### src/rtl/sdram_ch2_arbiter_pkg.sv
// Purpose: shared types for the SDRAM channel-2 arbiter (FSM states, requester ids, address width).
// Latency: none, declarations only.
// Backpressure: none, declarations only.
package nes_mem_pkg;

  localparam int SDRAM_AW = 25;

  typedef enum logic [2:0] {
    S_IDLE,
    S_ISSUE,
    S_ARM,
    S_WAIT,
    S_RESP
  } arb_state_t;

  typedef enum logic {
    REQ_SS,
    REQ_BK
  } req_id_t;

endpackage

### src/rtl/sdram_ch2_arbiter_if.sv
// Purpose: bundles savestate, backup-RAM and SDRAM channel-2 signals around the arbiter.
// Latency: wiring only.
// Backpressure: expressed through ss_busy/bk_busy and drop, not through this bundle.
interface sdram_ch2_arbiter_if
  import nes_mem_pkg::*;
#(
  parameter int BK_AW = 18
);

  logic                ss_mode;
  logic [SDRAM_AW-1:0] ss_addr;
  logic [7:0]          ss_din;
  logic                ss_rd;
  logic                ss_wr;
  logic [7:0]          ss_dout;
  logic                ss_done;
  logic                ss_busy;

  logic [BK_AW-1:0]    bk_addr;
  logic [7:0]          bk_din;
  logic                bk_rd;
  logic                bk_wr;
  logic [7:0]          bk_dout;
  logic                bk_done;
  logic                bk_busy;

  logic [SDRAM_AW-1:0] ch2_addr;
  logic [7:0]          ch2_din;
  logic                ch2_rd;
  logic                ch2_wr;
  logic [7:0]          ch2_dout;
  logic                ch2_busy;

  logic                drop;

  // Requesters and the SDRAM controller together form the master side.
  modport master (
    output ss_mode, ss_addr, ss_din, ss_rd, ss_wr,
    output bk_addr, bk_din, bk_rd, bk_wr,
    output ch2_dout, ch2_busy,
    input  ss_dout, ss_done, ss_busy,
    input  bk_dout, bk_done, bk_busy,
    input  ch2_addr, ch2_din, ch2_rd, ch2_wr,
    input  drop
  );

  // The arbiter itself.
  modport slave (
    input  ss_mode, ss_addr, ss_din, ss_rd, ss_wr,
    input  bk_addr, bk_din, bk_rd, bk_wr,
    input  ch2_dout, ch2_busy,
    output ss_dout, ss_done, ss_busy,
    output bk_dout, bk_done, bk_busy,
    output ch2_addr, ch2_din, ch2_rd, ch2_wr,
    output drop
  );

endinterface

### src/rtl/sdram_ch2_arbiter_req_slot.sv
// Purpose: single-entry pending slot for one requester (capture, hold, full flag, drop detect).
// Latency: request captured on the edge ending its pulse cycle; full visible the next cycle.
// Backpressure: a request while full (and not being cleared) is discarded and flagged on drop.
module req_slot #(
  parameter int AW = 25
) (
  input  logic          clk,
  input  logic          reset,
  input  logic [AW-1:0] addr,
  input  logic [7:0]    din,
  input  logic          rd,
  input  logic          wr,
  input  logic          clr,
  output logic          full,
  output logic [AW-1:0] addr_q,
  output logic [7:0]    din_q,
  output logic          is_wr,
  output logic          drop
);

  logic req;
  logic take;

  // A clearing slot may be refilled in the same cycle; rd+wr together counts as a write.
  assign req  = rd | wr;
  assign take = req & (~full | clr);
  assign drop = req & full & ~clr;

  // Hold the accepted request until the arbiter clears it.
  always_ff @(posedge clk or posedge reset) begin
    if (reset) begin
      full   <= 1'b0;
      addr_q <= '0;
      din_q  <= '0;
      is_wr  <= 1'b0;
    end else if (take) begin
      full   <= 1'b1;
      addr_q <= addr;
      din_q  <= din;
      is_wr  <= wr;
    end else if (clr) begin
      full   <= 1'b0;
    end
  end

endmodule

### src/rtl/sdram_ch2_arbiter.sv
// Purpose: shares SDRAM channel 2 between the savestate engine and the backup-RAM path.
// Latency: request cycle 0 -> ch2 pulse cycle 2; done one cycle after ch2_busy is first seen low.
// Backpressure: one pending request per side; extra requests are dropped with a drop pulse.
module sdram_ch2_arbiter
  import nes_mem_pkg::*;
#(
  parameter int                        BK_AW   = 18,
  parameter logic [SDRAM_AW-BK_AW-1:0] BK_BASE = 7'b0001111,
  parameter int                        ARM_CYC = 4
) (
  input logic                clk,
  input logic                reset,
  sdram_ch2_arbiter_if.slave bus
);

  localparam int ACW = $clog2(ARM_CYC + 1);

  arb_state_t          state;
  req_id_t             grant;
  logic [ACW-1:0]      arm_cnt;

  logic                ss_full, bk_full;
  logic                ss_is_wr, bk_is_wr;
  logic                ss_drop, bk_drop;
  logic                ss_clr, bk_clr;
  logic [SDRAM_AW-1:0] ss_addr_q;
  logic [BK_AW-1:0]    bk_addr_q;
  logic [7:0]          ss_din_q, bk_din_q;
  logic                pick_ss;
  logic                finish;

  logic [SDRAM_AW-1:0] ch2_addr_r;
  logic [7:0]          ch2_din_r, ss_dout_r, bk_dout_r;
  logic                ch2_rd_r, ch2_wr_r, ss_done_r, bk_done_r, drop_r;

  req_slot #(.AW(SDRAM_AW)) u_ss_slot (
    .clk(clk), .reset(reset),
    .addr(bus.ss_addr), .din(bus.ss_din), .rd(bus.ss_rd), .wr(bus.ss_wr), .clr(ss_clr),
    .full(ss_full), .addr_q(ss_addr_q), .din_q(ss_din_q), .is_wr(ss_is_wr), .drop(ss_drop)
  );

  req_slot #(.AW(BK_AW)) u_bk_slot (
    .clk(clk), .reset(reset),
    .addr(bus.bk_addr), .din(bus.bk_din), .rd(bus.bk_rd), .wr(bus.bk_wr), .clr(bk_clr),
    .full(bk_full), .addr_q(bk_addr_q), .din_q(bk_din_q), .is_wr(bk_is_wr), .drop(bk_drop)
  );

  // Slot of the granted side is released during RESP; savestate wins ties only while saving.
  assign ss_clr  = (state == S_RESP) && (grant == REQ_SS);
  assign bk_clr  = (state == S_RESP) && (grant == REQ_BK);
  assign pick_ss = ss_full && (!bk_full || bus.ss_mode);
  // Completion: busy seen low in WAIT, or ARM_CYC arm cycles passed with no busy at all.
  assign finish  = ((state == S_ARM) && (arm_cnt == ACW'(ARM_CYC))) ||
                   ((state == S_WAIT) && !bus.ch2_busy);

  // Grant, issue and completion sequencing with all outputs registered.
  always_ff @(posedge clk or posedge reset) begin
    if (reset) begin
      state      <= S_IDLE;
      grant      <= REQ_SS;
      arm_cnt    <= '0;
      ch2_addr_r <= '0;
      ch2_din_r  <= '0;
      ch2_rd_r   <= 1'b0;
      ch2_wr_r   <= 1'b0;
      ss_dout_r  <= '0;
      bk_dout_r  <= '0;
      ss_done_r  <= 1'b0;
      bk_done_r  <= 1'b0;
      drop_r     <= 1'b0;
    end else begin
      ch2_rd_r  <= 1'b0;
      ch2_wr_r  <= 1'b0;
      ss_done_r <= 1'b0;
      bk_done_r <= 1'b0;
      drop_r    <= ss_drop | bk_drop;
      case (state)
        S_IDLE: begin
          if (ss_full || bk_full) begin
            state <= S_ISSUE;
            if (pick_ss) begin
              grant      <= REQ_SS;
              ch2_addr_r <= ss_addr_q;
              ch2_din_r  <= ss_din_q;
              ch2_wr_r   <= ss_is_wr;
              ch2_rd_r   <= ~ss_is_wr;
            end else begin
              grant      <= REQ_BK;
              ch2_addr_r <= {BK_BASE, bk_addr_q};
              ch2_din_r  <= bk_din_q;
              ch2_wr_r   <= bk_is_wr;
              ch2_rd_r   <= ~bk_is_wr;
            end
          end
        end
        S_ISSUE: begin
          arm_cnt <= '0;
          state   <= S_ARM;
        end
        S_ARM: begin
          arm_cnt <= arm_cnt + 1'b1;
          if (bus.ch2_busy) state <= S_WAIT;
        end
        S_WAIT: ;
        S_RESP: state <= S_IDLE;
        default: state <= S_IDLE;
      endcase
      if (finish) begin
        state <= S_RESP;
        if (grant == REQ_SS) begin
          ss_done_r <= 1'b1;
          if (!ss_is_wr) ss_dout_r <= bus.ch2_dout;
        end else begin
          bk_done_r <= 1'b1;
          if (!bk_is_wr) bk_dout_r <= bus.ch2_dout;
        end
      end
    end
  end

  assign bus.ch2_addr = ch2_addr_r;
  assign bus.ch2_din  = ch2_din_r;
  assign bus.ch2_rd   = ch2_rd_r;
  assign bus.ch2_wr   = ch2_wr_r;
  assign bus.ss_dout  = ss_dout_r;
  assign bus.ss_done  = ss_done_r;
  assign bus.ss_busy  = ss_full;
  assign bus.bk_dout  = bk_dout_r;
  assign bus.bk_done  = bk_done_r;
  assign bus.bk_busy  = bk_full;
  assign bus.drop     = drop_r;

endmodule

### src/flat_wrapper.sv
// flat-port wrapper written by rule: the top's interface ports become plain ports
module sdram_ch2_arbiter_flat import nes_mem_pkg::*;
#(
  parameter int                        BK_AW   = 18,
  parameter logic [SDRAM_AW-BK_AW-1:0] BK_BASE = 7'b0001111,
  parameter int                        ARM_CYC = 4
)
  (clk, reset, bus_ss_mode, bus_ss_addr, bus_ss_din, bus_ss_rd, bus_ss_wr, bus_bk_addr, bus_bk_din, bus_bk_rd, bus_bk_wr, bus_ch2_dout, bus_ch2_busy, bus_ss_dout, bus_ss_done, bus_ss_busy, bus_bk_dout, bus_bk_done, bus_bk_busy, bus_ch2_addr, bus_ch2_din, bus_ch2_rd, bus_ch2_wr, bus_drop);
  sdram_ch2_arbiter_if #(.BK_AW(BK_AW)) bus_i ();
  input logic clk;
  input logic reset;
  input wire logic [$bits(bus_i.ss_mode)-1:0] bus_ss_mode;
  input wire logic [$bits(bus_i.ss_addr)-1:0] bus_ss_addr;
  input wire logic [$bits(bus_i.ss_din)-1:0] bus_ss_din;
  input wire logic [$bits(bus_i.ss_rd)-1:0] bus_ss_rd;
  input wire logic [$bits(bus_i.ss_wr)-1:0] bus_ss_wr;
  input wire logic [$bits(bus_i.bk_addr)-1:0] bus_bk_addr;
  input wire logic [$bits(bus_i.bk_din)-1:0] bus_bk_din;
  input wire logic [$bits(bus_i.bk_rd)-1:0] bus_bk_rd;
  input wire logic [$bits(bus_i.bk_wr)-1:0] bus_bk_wr;
  input wire logic [$bits(bus_i.ch2_dout)-1:0] bus_ch2_dout;
  input wire logic [$bits(bus_i.ch2_busy)-1:0] bus_ch2_busy;
  output wire logic [$bits(bus_i.ss_dout)-1:0] bus_ss_dout;
  output wire logic [$bits(bus_i.ss_done)-1:0] bus_ss_done;
  output wire logic [$bits(bus_i.ss_busy)-1:0] bus_ss_busy;
  output wire logic [$bits(bus_i.bk_dout)-1:0] bus_bk_dout;
  output wire logic [$bits(bus_i.bk_done)-1:0] bus_bk_done;
  output wire logic [$bits(bus_i.bk_busy)-1:0] bus_bk_busy;
  output wire logic [$bits(bus_i.ch2_addr)-1:0] bus_ch2_addr;
  output wire logic [$bits(bus_i.ch2_din)-1:0] bus_ch2_din;
  output wire logic [$bits(bus_i.ch2_rd)-1:0] bus_ch2_rd;
  output wire logic [$bits(bus_i.ch2_wr)-1:0] bus_ch2_wr;
  output wire logic [$bits(bus_i.drop)-1:0] bus_drop;
  assign bus_i.ss_mode = bus_ss_mode;
  assign bus_i.ss_addr = bus_ss_addr;
  assign bus_i.ss_din = bus_ss_din;
  assign bus_i.ss_rd = bus_ss_rd;
  assign bus_i.ss_wr = bus_ss_wr;
  assign bus_i.bk_addr = bus_bk_addr;
  assign bus_i.bk_din = bus_bk_din;
  assign bus_i.bk_rd = bus_bk_rd;
  assign bus_i.bk_wr = bus_bk_wr;
  assign bus_i.ch2_dout = bus_ch2_dout;
  assign bus_i.ch2_busy = bus_ch2_busy;
  assign bus_ss_dout = bus_i.ss_dout;
  assign bus_ss_done = bus_i.ss_done;
  assign bus_ss_busy = bus_i.ss_busy;
  assign bus_bk_dout = bus_i.bk_dout;
  assign bus_bk_done = bus_i.bk_done;
  assign bus_bk_busy = bus_i.bk_busy;
  assign bus_ch2_addr = bus_i.ch2_addr;
  assign bus_ch2_din = bus_i.ch2_din;
  assign bus_ch2_rd = bus_i.ch2_rd;
  assign bus_ch2_wr = bus_i.ch2_wr;
  assign bus_drop = bus_i.drop;
  sdram_ch2_arbiter #(.BK_AW(BK_AW), .BK_BASE(BK_BASE), .ARM_CYC(ARM_CYC)) u_core (.clk(clk), .reset(reset), .bus(bus_i));
endmodule
### config.mk
export PLATFORM = sky130hd
export DESIGN_NAME = sdram_ch2_arbiter_flat
export DESIGN_NICKNAME = d
export VERILOG_FILES = /design/src/rtl/sdram_ch2_arbiter_pkg.sv /design/src/rtl/sdram_ch2_arbiter_if.sv /design/src/rtl/sdram_ch2_arbiter_req_slot.sv /design/src/rtl/sdram_ch2_arbiter.sv /design/src/flat_wrapper.sv
export SDC_FILE = /design/constraint.sdc
export NUM_CORES = 1
export LEC_CHECK = 0
export BUFFER_PORTS_ARGS = -buffer_cell sky130_fd_sc_hd__buf_2
export CAP_MARGIN = 15
export CORE_MARGIN = 4
export CORE_UTILIZATION = 48
export DETAILED_ROUTE_END_ITERATION = 8
export PLACE_DENSITY = 0.79
export SLEW_MARGIN = 30
export SYNTH_ARGS = -nofsm -noshare
export SYNTH_HDL_FRONTEND = slang
export SYNTH_HIERARCHICAL = 1
export SYNTH_SLANG_ARGS = --single-unit
export TNS_END_PERCENT = 50
### constraint.sdc
create_clock -name clk -period 1.86 [get_ports clk]
set_clock_uncertainty 0.2 [all_clocks]
set_input_delay 0.093 -clock clk [delete_from_list [all_inputs] [get_ports clk]]
set_output_delay 0.093 -clock clk [all_outputs]
set_load 0.05 [all_outputs]
# --- After elaboration in Yosys (flattened, before gate mapping) ---
# Cells that the tools add are included.
op_classes:
  n_eq_ne: 8
  reduce_logical: 18
  n_addsub: 1
  n_bitwise: 18
  muxes: 22
op_table:
  columns: ["op", "n"]
  rows:
  - ["$mux W25", 1]
  - ["$mux W1", 15]
  - ["$pmux W3 S4", 1]
  - ["$mux W3", 3]
  - ["$reduce_and A3 Y1", 3]
  - ["$mux W8", 1]
  - ["$not A1 Y1", 7]
  - ["$and A1 B1 Y1", 6]
  - ["$eq A3 B2 Y1 const B", 2]
  - ["$eq A3 B3 Y1 const B", 2]
  - ["$pmux W3 S2", 1]
  - ["$reduce_bool A2 Y1", 3]
  - ["$logic_and A1 B1 Y1", 5]
  - ["$or A1 B1 Y1", 5]
  - ["$add A3 B1 Y3 const B", 1]
  - ["$eq A3 B1 Y1 const B", 1]
  - ["$logic_not A3 Y1", 1]
  - ["$logic_or A1 B1 Y1", 3]
  - ["$ne A3 B1 Y1 const B", 1]
  - ["$ne A3 B2 Y1 const B", 1]
  - ["$logic_not A1 Y1", 2]
  - ["$ne A2 B1 Y1 const B", 1]
  - ["$reduce_and A2 Y1", 1]
word_totals:
  ff_bits: 124

# --- Longest topological paths before layout ---
# Gate-level depths: netlist of the first run.
depth:
  word_depth: 6
  depth_mapped: 9

# --- By module ---
# Netlist of the first run, hierarchy kept.
by_module_without_submodules:
  columns: ["module", "area_per_inst_um2", "instances", "cells_each"]
  rows:
  - ["sdram_ch2_arbiter", 2753.9, 1, 264]
  - ["req_slot (u_core.u_ss_slot)", 1481.4, 1, 80]
  - ["req_slot (u_core.u_bk_slot)", 1169.9, 1, 65]

# --- Worst setup path after synthesis of the first run ---
# No wires, ideal clock.
synth_timing:
  kind: "flip-flop to flip-flop"
  startpoint: "reg u_core.arm_cnt[0]"
  endpoint: "reg u_core.bk_dout_r[0], in the netlist u_core/bus.bk_dout[0]"
  setup_slack_ns: -0.145
  synth_period_minus_slack_ns: 2.005
  stages_incl_launch_ff: 6
  setup_time_ns: 0.125
  arrival_time_ns: 1.680
  cell_sequence: "dfrtp_1 > inv_1 > ha_1 > nand3b_1 > a2111oi_4 > mux2_2"
synth_via:
  elab_chain_len: 4
synth_lines:
  columns: ["element", "line_no", "source"]
  rows:
  - ["start: declaration", "sdram_ch2_arbiter.sv:20", "logic [ACW-1:0] arm_cnt;"]
  - ["start signal: assignment", "sdram_ch2_arbiter.sv:101", "arm_cnt <= arm_cnt + 1'b1;"]
  - ["$eq A3 B3 Y1", "sdram_ch2_arbiter.sv:53", "assign finish = ((state == S_ARM) && (arm_cnt == ACW'(ARM_CYC))) ||"]
  - ["$logic_and A1 B1 Y1", "sdram_ch2_arbiter.sv:53", null]
  - ["$logic_or A1 B1 Y1", "sdram_ch2_arbiter.sv:53", null]
  - ["$reduce_and A3 Y1 (no line)", null, null]
  - ["end signal: assignment", "sdram_ch2_arbiter.sv:115", "if (!bk_is_wr) bk_dout_r <= bus.ch2_dout;"]
  - ["end: declaration", "sdram_ch2_arbiter.sv:33", "logic [7:0] ch2_din_r, ss_dout_r, bk_dout_r;"]
# No other way between the ends.
# A chain may end at the register's enable or synchronous reset.

# --- Worst setup path after layout of the first run ---
layout_timing:
  startpoint: "reg u_core.arm_cnt[1]"
  endpoint: "reg u_core.bk_dout_r[6], in the netlist u_core/bus.bk_dout[6]"
# Same word-level chain as after synthesis.

==> results of run 1 <==
## cell usage in the layout, fill, tap and decap left out, types with 6 or more instances in the layout
master,n
mux2_2,8
a31oi_1,26
nand3_1,27
inv_1,6
mux2_4,68
clkbuf_16,20
nor2_1,7
a21oi_1,30
dlygate4sd3_1,75
buf_4,26
o21ai_0,32
buf_12,8
nand2_1,9
dfrtp_1,124
buf_2,130
## repair_timing
action,4_1_cts,5_1_grt
gates resized for setup,17,19
cloned,1,3
hold endpoints to repair,206,0
endpoints found under the setup margin,75,97
hold buffers,75,0
buffers inserted,2,0
pin swaps,1,5
## layer usage
layer,up-vias,GRT usage,share of wire
met5,-,0,0
met4,0,0.1037,0.029
met3,42,0.05655,0.062
met2,194,0.4204,0.52
met1,2226,0.2949,0.39
li1,1949,-,-
## per-stage QoR
step	TNS (ps)	hold slack [ps]
2_1_floorplan	-9341	-41.59
3_3_place_gp	-1112	-1.689
3_5_place_dp	-2323	10.76
4_1_cts	-1307	32.58
5_1_grt	-9087	91.23
6_report	-2270	65.22
## flip-flops by register name, indices dropped and copies added, names as in the netlist, 3 cells and up
signal,cells
u_core/u_bk_slot/addr_q,18
u_core/bus.bk_dout,8
u_core/bus.ch2_din,8
u_core/bus.ss_dout,8
u_core/bus.ch2_addr,25
u_core/state,3
u_core/u_ss_slot/addr_q,25
u_core/u_bk_slot/din_q,8
u_core/u_ss_slot/din_q,8
u_core/arm_cnt,3
## kinds of logic (layout without fill, tap and decap cells)
logic type / after synthesis / in the layout
AO/OA/AOI/OAI: 105 / 105
adder cells (fa/ha/maj): 2 / 2
buffers and inverters: 41 / 287
flip-flops: 124 / 124
multiplexers: 76 / 76
AND/OR/NAND/NOR: 61 / 61
## power groups by stage
stage / combinational [mW] / sequential, mW / clock, mW
global placement: 5.75 / 4.76 / 0
detailed placement: 5.94 / 4.81 / 0
floorplan: 2.49 / 6.60 / 0
finish: 6.45 / 4.87 / 3.50
global route: 6.81 / 4.99 / 3.66
CTS: 6.24 / 4.80 / 3.54
## final cells by class
| class | instances | share of cell area |
|---|---|---|
| clock buffer | 22 | 0.05809 |
| clock inverter | 10 | 0.02035 |
| inverter | 9 | 0.004227 |
| multi-input combinational | 244 | 0.2698 |
| sequential | 124 | 0.3883 |
| tap | 140 | 0.02192 |
| timing repair buffer | 246 | 0.2374 |
## worst paths after layout
kind / startpoint / end / slack, ps / depth (start not counted)
min reg2reg: u_core/bus.ch2_addr[22] / u_core/bus.ch2_addr[22] / 290 / 1
min: bus_ss_mode / u_core/bus.ch2_addr[5] / 70 / 5
min in group asynchronous: reset / u_core/bus.ch2_addr[3] / 100 / 4
max reg2reg: u_core/arm_cnt[1] / u_core/bus.bk_dout[6] / -140 / 6
max: u_core/arm_cnt[1] / u_core/bus.bk_dout[6] / -140 / 6
max in group asynchronous: reset / u_core/u_bk_slot/addr_q[9] / 820 / 4
## Yosys cell counts, drive strengths merged
| cell | instances | area share |
|---|---|---|
| nor3 | 2 | 0.0019 |
| a211oi | 1 | 0.0014 |
| a32o | 3 | 0.0056 |
| nor4b | 1 | 0.0016 |
| and2 | 3 | 0.0035 |
| a2111oi | 1 | 0.0051 |
| nand3b | 1 | 0.0014 |
| o21ai | 32 | 0.030 |
| nor2b | 1 | 0.0012 |
| nand2b | 4 | 0.0074 |
| buf | 12 | 0.028 |
| o22a | 4 | 0.0065 |
| a21o | 1 | 0.0016 |
| inv | 9 | 0.0062 |
| a21boi | 1 | 0.0014 |
| clkbuf | 20 | 0.014 |
| nand3 | 28 | 0.026 |
| and3 | 1 | 0.0012 |
| ha | 2 | 0.0046 |
| a22o | 2 | 0.0037 |
| a31oi | 26 | 0.030 |
| or2b | 1 | 0.0021 |
| mux2 | 76 | 0.19 |
| or2 | 2 | 0.0023 |
| nand2 | 9 | 0.0062 |
| o21a | 2 | 0.0028 |
| nor2 | 8 | 0.0056 |
| a21oi | 30 | 0.028 |
| a2bb2oi | 1 | 0.0016 |
| a2111o | 1 | 0.0021 |
| dfrtp | 124 | 0.57 |
## worst register-to-register path, stage by stage, from the launching register on
cell	delay, ps
dfrtp_1	390
inv_2	80
ha_4	120
nand3b_1	150
a2111oi_4	400
buf_6	210
mux2_4	320
==> flow_metrics.env, run 1 <==
export IMPL_max_cap_violations=0
export IMPL_drt_initial_drc_count=321
export IMPL_dp_hpwl_um=9490
export IMPL_tightest_slew_ps=600.7
export IMPL_synth_cell_types=37
export IMPL_outcome="finished, violations left"
export IMPL_synth_cells=409
export IMPL_seq_area_mm2=0.003103
export IMPL_dp_cells=682
export IMPL_clk_pin_slew_ps=50
export IMPL_multiInputGateArea_mm2=0.002156
export IMPL_combPwrFrac=0.435
export IMPL_io_pins=131
export IMPL_grt_usage=0.2444
export IMPL_die_w_um=114.1
export IMPL_finalInstanceArea_mm2=0.007991
export IMPL_min_path_type="input pin to flop"
export IMPL_fillers=707
export IMPL_p_int_mw=8.961
export IMPL_synth_mux_area_frac=0.1931
export IMPL_yosysWarnings=6
export IMPL_io_buffers=130
export IMPL_startpoint_type="flop"
export IMPL_max_freq_ghz=0.5005
export IMPL_grt_max_degree=62
export IMPL_num_vias=4411
export IMPL_grt_pass1_vias=4813
export IMPL_violations="negative setup slack"
export IMPL_total_power_mw=14.82
export IMPL_cp_arrival_ps=2090
export IMPL_syn_area_per_cell_um2=13.22
export IMPL_synthSimpleGateAreaFrac=0.06019
export IMPL_numCtsBuffers=17
export IMPL_postRouteAntennaNets=0
export IMPL_dr_pass1_iters=5
export IMPL_clock_sinks=124
export IMPL_cp_slowest_cell="a2111oi_4"
export IMPL_cp_end_kind="flop"
export IMPL_grt_ovfl_total=0
export IMPL_setup_ws_ps=-138.1
export IMPL_critical_path_cell_chain="inv_2 -> ha_4 -> nand3b_1 -> a2111oi_4 -> buf_6 -> mux2_4"
export IMPL_dieArea_mm2=0.01302
export IMPL_syn_nets=486
export IMPL_synthXorXnorAreaFrac=0
export IMPL_die_y_um=114.1
export IMPL_rsz0062_at_grt="true"
export IMPL_htreeDepth=4
export IMPL_slowest_delay_ps=400
export IMPL_synth_top_family_by_area="multiplexers"
export IMPL_fin_util=0.7308
export IMPL_start_util=0.4943
export IMPL_peakVddDrop_mv=1.417
export IMPL_fin_crit_ps=1998
export IMPL_clk_latency_ps=420
export IMPL_crit_fanout=8
export IMPL_gp_congestion=0.8804
export IMPL_power_switching_mw=5.857
export IMPL_critPathTopFamily="compound AO/OA/AOI/OAI gates"
export IMPL_grt_pass1_wl_um=24510
export IMPL_synth_seq_cells=124
export IMPL_cts_root_buf="clkbuf_16"
export IMPL_area_delta_synth_final_pct=47.85
export IMPL_power_leakage_nw=3.715
export IMPL_setup_viol=52
export IMPL_cts_tree="built"
export IMPL_core_area_mm2=0.01094
export IMPL_drive_gt1_frac=0.4519
export IMPL_cts_buffer_depth=2
export IMPL_n_antenna_cell=0
export IMPL_cp_num_buf_inv=2
export IMPL_wl_um=16060
export IMPL_synthAdderAreaFrac=0.004630
export IMPL_relSlewSlack=0.5991
export IMPL_worstPathRequired_ps=1950
export IMPL_crit_type="flop to flop"
export IMPL_post_place_ws_ps=-119.6
export IMPL_seq_power_share=0.329
export IMPL_fin_crit_sh=1.074
export IMPL_powerDensity_mw_per_mm2=1854
export IMPL_switching_share=0.3953
export IMPL_wl_per_cell_um=20.20
export IMPL_finalHoldViolations=0
export IMPL_place_area_mm2=0.006361
export IMPL_fin_cells=795
export IMPL_num_rows=38
export IMPL_final_max_slew_viol_count=0
export IMPL_p_clk_frac=0.236
export IMPL_synth_compound_area_share=0.1192
export IMPL_antenna_found_initial=0
export IMPL_nets=719
export IMPL_syn_area_mm2=0.005405
export IMPL_drt_vias_per_instance=5.548
export IMPL_seq_area_frac_synth=0.5741
export IMPL_drc=0
(Power assumes the default switching activity.)
==> run 2, diff against run 1 <==
--- a/config.mk
+++ b/config.mk
@@ -10,7 +10,7 @@
 export CORE_MARGIN = 4
 export CORE_UTILIZATION = 48
 export DETAILED_ROUTE_END_ITERATION = 8
-export PLACE_DENSITY = 0.79
+export PLACE_DENSITY = 0.78
 export SLEW_MARGIN = 30
 export SYNTH_ARGS = -nofsm -noshare
 export SYNTH_HDL_FRONTEND = slang
==> flow_metrics.env, run 2 (synthesis results as in run 1) <==
export IMPL_max_freq_ghz=0.4902
export IMPL_max_cap_violations=0
export IMPL_min_path_type="input pin to flop"
export IMPL_outcome="finished, violations left"
export IMPL_finalHoldViolations=0
export IMPL_violations="negative setup slack"
export IMPL_wl_um=16440
export IMPL_grt_max_degree=62
export IMPL_grt_ovfl_total=0
export IMPL_layout_commonest_cell="buf_2"
export IMPL_start_util=0.4943
export IMPL_clk_latency_ps=410
export IMPL_peakVddDrop_mv=1.222
export IMPL_rsz0062_at_grt="true"
export IMPL_drt_initial_drc_count=319
export IMPL_num_rows=38
export IMPL_cts_root_buf="clkbuf_16"
export IMPL_fin_cells=797
export IMPL_gp_congestion=0.8163
export IMPL_grt_pass1_vias=4730
export IMPL_io_buffers=130
export IMPL_final_cell_mix="buf_2, dfrtp_1, dlygate4sd3_1, mux2_4, o21ai_0"
export IMPL_cts_tree="built"
export IMPL_drive_gt1_frac=0.4604
export IMPL_tns_ps=-4998
export IMPL_cp_end_kind="flop"
export IMPL_die_w_um=114.1
export IMPL_relSlewSlack=0.6114
export IMPL_final_max_slew_viol_count=0
export IMPL_io_pins=131
export IMPL_antenna_found_initial=1
export IMPL_power_leakage_nw=3.714
export IMPL_fin_crit_sh=1.097
export IMPL_fin_crit_ps=2040
export IMPL_tightest_slew_ps=581.7
export IMPL_clk_pin_slew_ps=60
export IMPL_drt_vias_per_instance=5.518
export IMPL_crit_fanout=8
export IMPL_drc=0
export IMPL_numCtsBuffers=17
export IMPL_dr_pass1_iters=6
export IMPL_nets=722
export IMPL_setup_viol=75
export IMPL_core_area_mm2=0.01094
export IMPL_area_delta_synth_final_pct=47.20
export IMPL_grt_usage=0.2490
export IMPL_dp_cells=680
export IMPL_wl_per_cell_um=20.62
export IMPL_die_y_um=114.1
export IMPL_powerDensity_mw_per_mm2=1837
export IMPL_crit_type="flop to flop"
export IMPL_postRouteAntennaNets=0
export IMPL_grt_pass1_wl_um=24470
export IMPL_total_power_mw=14.62
export IMPL_num_vias=4398
export IMPL_dieArea_mm2=0.01302
export IMPL_cp_arrival_ps=2130
export IMPL_cts_buffer_depth=2
export IMPL_dp_hpwl_um=9556
export IMPL_htreeDepth=4
export IMPL_worstPathRequired_ps=1950
export IMPL_setup_ws_ps=-180.1
export IMPL_clock_sinks=124
export IMPL_startpoint_type="flop"
## run 2: metal layers
metal	vias to the layer above	share of wire	global-route usage	wire length [µm]
met2	220	0.52	0.4200	8622
met4	0	0.039	0.1275	633
met3	58	0.071	0.07241	1164
met1	2173	0.37	0.2887	6019
li1	1947	-	-	-
met5	-	0	0	0
## run 2: worst paths after layout
path,start,end,slack (ps),depth (start not counted)
worst max-delay path,u_core/arm_cnt[1],u_core/bus.ss_dout[4],-180,5
min in group asynchronous,reset,u_core/u_bk_slot/din_q[5],80,3
worst max register to register,u_core/arm_cnt[1],u_core/bus.ss_dout[4],-180,5
worst min-delay path,bus_ss_mode,u_core/bus.ch2_addr[17],20,4
worst min register to register,u_core/bus.ch2_addr[23],u_core/bus.ch2_addr[23],300,1
max in group asynchronous,reset,u_core/u_bk_slot/addr_q[6],750,4
## run 2: power by group
group / leakage (nW) / switching, mW / internal (mW)
Combinational: 1.92 / 3.85 / 2.62
Clock: 0.286 / 1.13 / 2.15
Sequential: 1.51 / 0.858 / 4.01
## run 2: worst max-delay path, cell delays in order (launching register included)
cell and delay, ps:
dfrtp_1 390, inv_2 80, ha_4 120, nand3b_1 170
a2111o_2 640, mux2_4 330
## run 2: cell type report
class / count / area, µm²
fill: 695 / 2979
clock inverter: 8 / 117.6
inverter: 9 / 33.78
multi-input combinational: 244 / 2181
timing repair buffer: 249 / 1878
sequential: 124 / 3104
tap: 140 / 175.2
clock buffer: 22 / 464.2
antenna: 1 / 2.502
## run 2: through the flow
| stage | instance area (µm²) | hold slack [ps] | setup WS (ps) | util |
|---|---|---|---|---|
| after floorplan | 5405 | -41.59 | -129.5 | - |
| after global placement | 6309 | -97.88 | -80.75 | 0.5769 |
| after detailed placement | 6309 | -87.29 | -156.2 | 0.5769 |
| after CTS | 7730 | 0.07899 | -110.9 | 0.7069 |
| after global routing | 7956 | 28.54 | -231.8 | 0.7276 |
| final | 7956 | 20.12 | -180.1 | 0.7276 |
## run 2: repair_timing
item	4_1_cts	5_1_grt
setup endpoints to repair	85	92
pin swaps	1	5
gates resized for setup	17	25
hold buffers	75	0
buffers inserted	3	3
hold endpoints to repair	206	0
cloned	0	5
